**src/rtl/load_store_unit_pkg.sv**
```systemverilog
// Shared definitions for the load/store unit and the control unit.
// It holds the access size codes, the FSM state encoding, the byte-lane
// constants and the size/offset helper functions.
package load_store_unit_pkg;

  localparam int XLEN = 32;

  // The control unit decodes func3 into these size codes.
  localparam logic [2:0] SZ_B  = 3'b000;
  localparam logic [2:0] SZ_BU = 3'b001;
  localparam logic [2:0] SZ_H  = 3'b010;
  localparam logic [2:0] SZ_HU = 3'b011;
  localparam logic [2:0] SZ_W  = 3'b100;

  typedef enum logic [0:0] {
    ST_IDLE      = 1'b0,
    ST_LOAD_WAIT = 1'b1
  } lsu_state_t;

  localparam logic [3:0] BE_NONE    = 4'b0000;
  localparam logic [3:0] BE_BYTE0   = 4'b0001;
  localparam logic [3:0] BE_HALF_LO = 4'b0011;
  localparam logic [3:0] BE_HALF_HI = 4'b1100;
  localparam logic [3:0] BE_WORD    = 4'b1111;

  // Codes 101-111 are not defined and behave as a word access.
  function automatic logic [2:0] norm_size(input logic [2:0] size);
    return (size > SZ_W) ? SZ_W : size;
  endfunction

  function automatic logic is_misaligned(input logic [2:0] size, input logic [1:0] off);
    logic mis;
    case (size)
      SZ_H, SZ_HU: mis = off[0];
      SZ_W:        mis = (off != 2'b00);
      default:     mis = 1'b0;
    endcase
    return mis;
  endfunction

  // Drops the low address bits below the natural alignment of the access.
  function automatic logic [1:0] align_offset(input logic [2:0] size, input logic [1:0] off);
    logic [1:0] res;
    case (size)
      SZ_H, SZ_HU: res = {off[1], 1'b0};
      SZ_W:        res = 2'b00;
      default:     res = off;
    endcase
    return res;
  endfunction

endpackage

```
**src/rtl/load_store_unit_load_format.sv**
```systemverilog
// lsu_load_format: picks the addressed byte or half-word lane from a memory
// word and sign- or zero-extends it. Word accesses pass through unchanged.
// The size input is expected to be normalised already.
module lsu_load_format
  import load_store_unit_pkg::*;
(
  input  logic [XLEN-1:0] rdata,
  input  logic [2:0]      size,
  input  logic [1:0]      offset,
  output logic [XLEN-1:0] data
);

  logic [7:0]  byte_sel;
  logic [15:0] half_sel;

  // Lane select followed by extension.
  always_comb begin
    byte_sel = rdata[{offset, 3'b000} +: 8];
    half_sel = offset[1] ? rdata[31:16] : rdata[15:0];
    case (size)
      SZ_B:    data = {{24{byte_sel[7]}}, byte_sel};
      SZ_BU:   data = {24'h0, byte_sel};
      SZ_H:    data = {{16{half_sel[15]}}, half_sel};
      SZ_HU:   data = {16'h0, half_sel};
      default: data = rdata;
    endcase
  end

endmodule

```
**src/rtl/load_store_unit.sv**
```systemverilog
// load_store_unit: data-memory stage that sits after the control unit and the ALU.
// It issues word-aligned accesses to a data memory with synchronous read.
// Loads take two cycles. The read is issued in IDLE, and the data is
// formatted and written back in LOAD_WAIT.
// Stores complete in the cycle they are issued.
// Optional macro LSU_MISALIGN_TRAP_EN: a misaligned access is not issued,
// and misaligned pulses for one cycle. Without the macro, the low address
// bits are truncated.
//
// state        | meaning
// -------------+--------------------------------------------------
// ST_IDLE      | accepts a new load or store
// ST_LOAD_WAIT | read data is valid; format it and return delayed_load/rd
module load_store_unit
  import load_store_unit_pkg::*;
(
  input  logic            clk,
  input  logic            rst,
  input  logic            load_en,
  input  logic            store_en,
  input  logic [2:0]      size,
  input  logic [XLEN-1:0] addr,
  input  logic [XLEN-1:0] store_data,
  input  logic [4:0]      rd_in,
  output logic [XLEN-1:0] dmem_addr,
  output logic            dmem_re,
  output logic            dmem_we,
  output logic [3:0]      dmem_be,
  output logic [XLEN-1:0] dmem_wdata,
  input  logic [XLEN-1:0] dmem_rdata,
  output logic            delayed_load,
  output logic [4:0]      delayed_rd,
  output logic [XLEN-1:0] load_data,
  output logic            misaligned
);

  lsu_state_t      state;
  logic [2:0]      size_q;
  logic [1:0]      off_q;
  logic [2:0]      size_n;
  logic [1:0]      off_n;
  logic            mis;
  logic            issue_load;
  logic            issue_store;
  logic [3:0]      be_calc;
  logic [XLEN-1:0] fmt_data;

  // Normalise the size and decide whether the access is misaligned.
  always_comb begin
    size_n = norm_size(size);
`ifdef LSU_MISALIGN_TRAP_EN
    mis   = is_misaligned(size_n, addr[1:0]);
    off_n = addr[1:0];
`else
    mis   = 1'b0;
    off_n = align_offset(size_n, addr[1:0]);
`endif
  end

  // Issue decision. A load takes priority over a store, and nothing is issued in LOAD_WAIT.
  always_comb begin
    issue_load  = (state == ST_IDLE) && load_en && !mis;
    issue_store = (state == ST_IDLE) && store_en && !load_en && !mis;
  end

  // Store byte enables and lane-replicated write data.
  always_comb begin
    be_calc    = BE_WORD;
    dmem_wdata = store_data;
    case (size_n)
      SZ_B, SZ_BU: begin
        be_calc    = BE_BYTE0 << off_n;
        dmem_wdata = {4{store_data[7:0]}};
      end
      SZ_H, SZ_HU: begin
        be_calc    = off_n[1] ? BE_HALF_HI : BE_HALF_LO;
        dmem_wdata = {2{store_data[15:0]}};
      end
      default: begin
        be_calc    = BE_WORD;
        dmem_wdata = store_data;
      end
    endcase
  end

  assign dmem_addr = {addr[XLEN-1:2], 2'b00};
  assign dmem_re   = issue_load;
  assign dmem_we   = issue_store;
  assign dmem_be   = issue_store ? be_calc : BE_NONE;

  // Load FSM with registered write-back outputs.
`ifdef LSU_MISALIGN_TRAP_EN
  logic misaligned_q;
`endif
  always_ff @(posedge clk) begin
    if (!rst) begin
      state        <= ST_IDLE;
      delayed_load <= 1'b0;
      delayed_rd   <= 5'd0;
      size_q       <= 3'b000;
      off_q        <= 2'b00;
`ifdef LSU_MISALIGN_TRAP_EN
      misaligned_q <= 1'b0;
`endif
    end else begin
`ifdef LSU_MISALIGN_TRAP_EN
      misaligned_q <= (state == ST_IDLE) && (load_en || store_en) && mis;
`endif
      case (state)
        ST_IDLE: begin
          if (issue_load) begin
            state        <= ST_LOAD_WAIT;
            delayed_load <= 1'b1;
            delayed_rd   <= rd_in;
            size_q       <= size_n;
            off_q        <= off_n;
          end
        end
        default: begin
          state        <= ST_IDLE;
          delayed_load <= 1'b0;
        end
      endcase
    end
  end

`ifdef LSU_MISALIGN_TRAP_EN
  assign misaligned = misaligned_q;
`else
  assign misaligned = 1'b0;
`endif

  lsu_load_format u_fmt (
    .rdata  (dmem_rdata),
    .size   (size_q),
    .offset (off_q),
    .data   (fmt_data)
  );

  assign load_data = (state == ST_LOAD_WAIT) ? fmt_data : '0;

endmodule

```
**config.mk**
```make
export PLATFORM = sky130hd
export DESIGN_NAME = load_store_unit
export DESIGN_NICKNAME = d
export VERILOG_FILES = /design/src/rtl/load_store_unit_pkg.sv /design/src/rtl/load_store_unit_load_format.sv /design/src/rtl/load_store_unit.sv
export SDC_FILE = /design/constraint.sdc
export NUM_CORES = 1
export LEC_CHECK = 0
export CAP_MARGIN = 25
export CORE_MARGIN = 2
export CORE_UTILIZATION = 28
export CTS_BUF_LIST = sky130_fd_sc_hd__clkbuf_8 sky130_fd_sc_hd__clkbuf_16
export CTS_CLUSTER_SIZE = 30
export DETAILED_ROUTE_END_ITERATION = 10
export PLACE_DENSITY = 0.81
export SLEW_MARGIN = 20
export SYNTH_ARGS = -nofsm -noshare
export SYNTH_HDL_FRONTEND = slang
export SYNTH_SLANG_ARGS = --single-unit
```
**constraint.sdc**
```tcl
create_clock -name clk -period 2.2 [get_ports clk]
set_clock_uncertainty 0.15 [all_clocks]
set_input_delay 0.44 -clock clk [delete_from_list [all_inputs] [get_ports clk]]
set_output_delay 0.44 -clock clk [all_outputs]
set_load 0.02 [all_outputs]
```
==> results of run 1 <==
==> Yosys cell counts, drive strengths merged, types with 2 or more instances <==
cell    number  area, um2
a221oi       5       43.8
nor2         8       30.0
o211a        2       20.0
dfxtp       12        240
o221a        5       56.3
clkbuf      13       48.8
inv         28        105
mux2        19        221
nor3b        5       37.5
nor3         2       10.0
mux4         2       45.0
a22oi        3       36.3
mux2i       14        140
a211oi       2       15.0
o21ai       16       80.1
o22ai        9       56.3
a21oi       29        145
nand2       26       97.6
nand3        6       30.0
buf         47        349
a21boi      12       90.1
==> sequential cells by signal, indices dropped and copies added, names as in the netlist <==
signal / cells
state: 1
delayed_load: 1
size_q: 3
off_q: 2
delayed_rd: 5
==> timing repair <==
action                     in CTS  in global routing
pin swaps                       4                  8
gates resized for setup       252                 99
cloned                          1                  1
setup buffers                   7                  3
setup endpoints to repair      67                 55
==> routing by layer <==
metal | vias to the layer above | part of all wire
met1 | 1243 | 0.34
met3 | 28 | 0.095
met2 | 134 | 0.53
met5 | - | 0
li1 | 1240 | -
met4 | 0 | 0.028
==> stage by stage <==
stage | worst slack (ns) | utilization | cell area [um2] | instances | setup TNS [ns]
global route | -0.372 | 0.591 | 3990 | 514 | -7.10
CTS | -0.266 | 0.548 | 3700 | 512 | -5.67
detailed placement | -0.944 | 0.534 | 3610 | 500 | -36.87
floorplan | 0.0446 | - | 1960 | 275 | 0
finish | -0.236 | 0.591 | 3990 | 514 | -5.25
global placement | -0.839 | 0.534 | 3610 | 500 | -35.20
==> worst max-delay path, delay by kind of cell (launching register included) <==
family          cells  cell delay (ns)
flops               1             0.37
mux                 1             0.18
compound gates      3             0.55
buf+inv             3             0.51
==> worst min path at each step <==
stage / slack [ns] / to
final: 0.31 / delayed_rd[4]
after global routing: 0.35 / delayed_rd[3]
after CTS: 0.32 / delayed_rd[4]
after detailed placement: 0.31 / delayed_rd[4]
after global placement: 0.30 / delayed_rd[0]
after floorplan: 0.32 / size_q[0]
==> cell type report <==
| class | count | area, um2 |
|---|---|---|
| fill | 606 | 2770 |
| inverter | 28 | 105 |
| clock buffer | 4 | 55.1 |
| sequential | 12 | 249 |
| tap | 80 | 100 |
| multi-input combinational | 175 | 1510 |
| timing repair buffer | 215 | 1970 |
==> cell families after synthesis <==
logic type	synth area share
buf+inv	0.258
simple gates	0.118
other cells	0.00192
flops	0.123
mux	0.209
compound gates	0.290
==> power by group through the flow <==
| stage | sequential [mW] | clock, mW | combinational, mW |
|---|---|---|---|
| 2_1_floorplan | 0.249 | 0 | 0.409 |
| 3_3_place_gp | 0.242 | 0 | 0.760 |
| 3_5_place_dp | 0.242 | 0 | 0.769 |
| 4_1_cts | 0.237 | 0.241 | 0.753 |
| 5_1_grt | 0.239 | 0.246 | 0.870 |
| 6_report | 0.237 | 0.235 | 0.818 |
==> run_results.csv, run 1 <==
group,metric,value,unit
clocking,cts_max_level,1,
worst_setup_path,cp-startpoint,"off_q[1]",
route,drc,0,
pwr,p_sw_frac,0.375,
timing,max_freq,410,MHz
pwr,power_frac_seq,0.184,
outcome,outcome,"complete, but fails checks",
route,wl_per_cell,17.0,um
timing,finalMaxSlewViolations,0,
finish,mostFrequentLayoutCells,"clkdlybuf4s50_1 (74), buf_4 (61), inv_1 (28)",
worst_setup_path,arrival,1.85,ns
worst_setup_path,crit_end,"load_data[12]",
finish,n_antenna_cell,0,
synth,synthCells,273,
grt,grtUsageMet3,0.0626,
pwr,power_frac_comb,0.634,
timing,hold-worst-slack,0.314,ns
worst_hold_path,hp-start,"delayed_rd[4]",
grt,grt_max_degree,26,
route,ant_nets,0,
synth,synth_area,1950,um2
timing,hold_viol_final,0,
clocking,postCtsHoldBufs,0,
grt,grt_pass1_vias,2666,
worst_setup_path,worstSetupPathType,"register to primary output",
die,start_util,0.289,
die,fp.dieH,87.4,um
pwr,clkPwrFrac,0.182,
die,ios,217,
job,cap_viol_max_count,0,
placement,dp_hpwl,6670,um
worst_setup_path,critPathMaxFanout,5,
die,die_area,7650,um2
worst_setup_path,crit_path_start_kind,"register",
timing,setup_viol,31,
synth,synth_cell_types,34,
finish,layout_commonest_cell,"clkdlybuf4s50_1",
pwr,power,1.29,mW
grt,overflow,0,
worst_setup_path,r2r_end,"delayed_rd[1]",
pwr,p_int,0.806,mW
worst_setup_path,cp_cell_sequence,"buf_6, mux2i_4, o41ai_2, a31oi_1, buf_4, a221oi_1, buf_2",
pwr,switching_power,0.484,mW
timing,setup_slack,-0.236,ns
clocking,clk_path_buf_depth,2,
synth,async_flop_share,0,
grt,grt_util_met1,0.203,
worst_setup_path,cp.required,1.61,ns
timing,fin_crit_sh,1.11,
synth,yosysWarnings,0,
clocking,clock-sinks,12,
finish,nets,543,
clocking,cts-root-buf,"clkbuf_8",
outcome,violations,"setup timing",
synth,synth_enable_flop_cells,0,
synth,synth-seq-cells,12,
clocking,cts_buffers,3,
route,vias,2645,
worst_setup_path,cpPeakStageDelay,0.37,ns
grt,antenna_found_initial,0,
worst_setup_path,r2r-start,"state",
grt,grtUsageTotal,0.205,
grt,grt_pass1_wl,12500,um
pwr,p_per_area,323,nW/um2
timing,min_period,2.44,ns
worst_setup_path,reg2reg_slack,0.81,ns
clocking,clk_pin_slew_worst_paths,0.05,ns
worst_setup_path,slowest_stage,"dfxtp_4",
timing,rsz0062_at_grt,"yes",
worst_setup_path,cp-end-kind,"primary output",
die,coreArea,6760,um2
pwr,vdd_drop_max,0.223,mV
route,via_per_inst,5.15,
die,fp-row-count,30,
finish,area_growth,105,%
die,die_x,87.4,um
clocking,insertion_delay,0.24,ns
grt,grt_most_used_layer,"met2",
grt,use_met2,0.387,
finish,drive_gt1_frac,0.426,
pwr,leakagePower,1.82,nW
worst_hold_path,holdPathStages,2,
placement,gp_congestion,0.864,
route,dr.pass1.iters,4,
synth,ys_seq_area_frac,0.123,
synth,synth_top_flop_cell,"dfxtp_1",
clocking,tritoncts,"done",
route,wl,8740,um
worst_setup_path,rr_worst_depth,7,
placement,portBuffers,153,
synth,synth.avg_cell_area,7.14,um2
route,drt_iter0_drc,76,
worst_hold_path,hold_class,"register to register",
Note: power is estimated with default switching activity, not from simulation.
==> run 2, diff against run 1 <==
--- a/config.mk
+++ b/config.mk
@@ -12,7 +12,6 @@
 export CTS_CLUSTER_SIZE = 30
 export DETAILED_ROUTE_END_ITERATION = 10
 export PLACE_DENSITY = 0.81
-export SLEW_MARGIN = 20
 export SYNTH_ARGS = -nofsm -noshare
 export SYNTH_HDL_FRONTEND = slang
 export SYNTH_SLANG_ARGS = --single-unit
==> results of run 2 <==
Same layout as run 1: the final DEF is identical, and so are final timing and power.
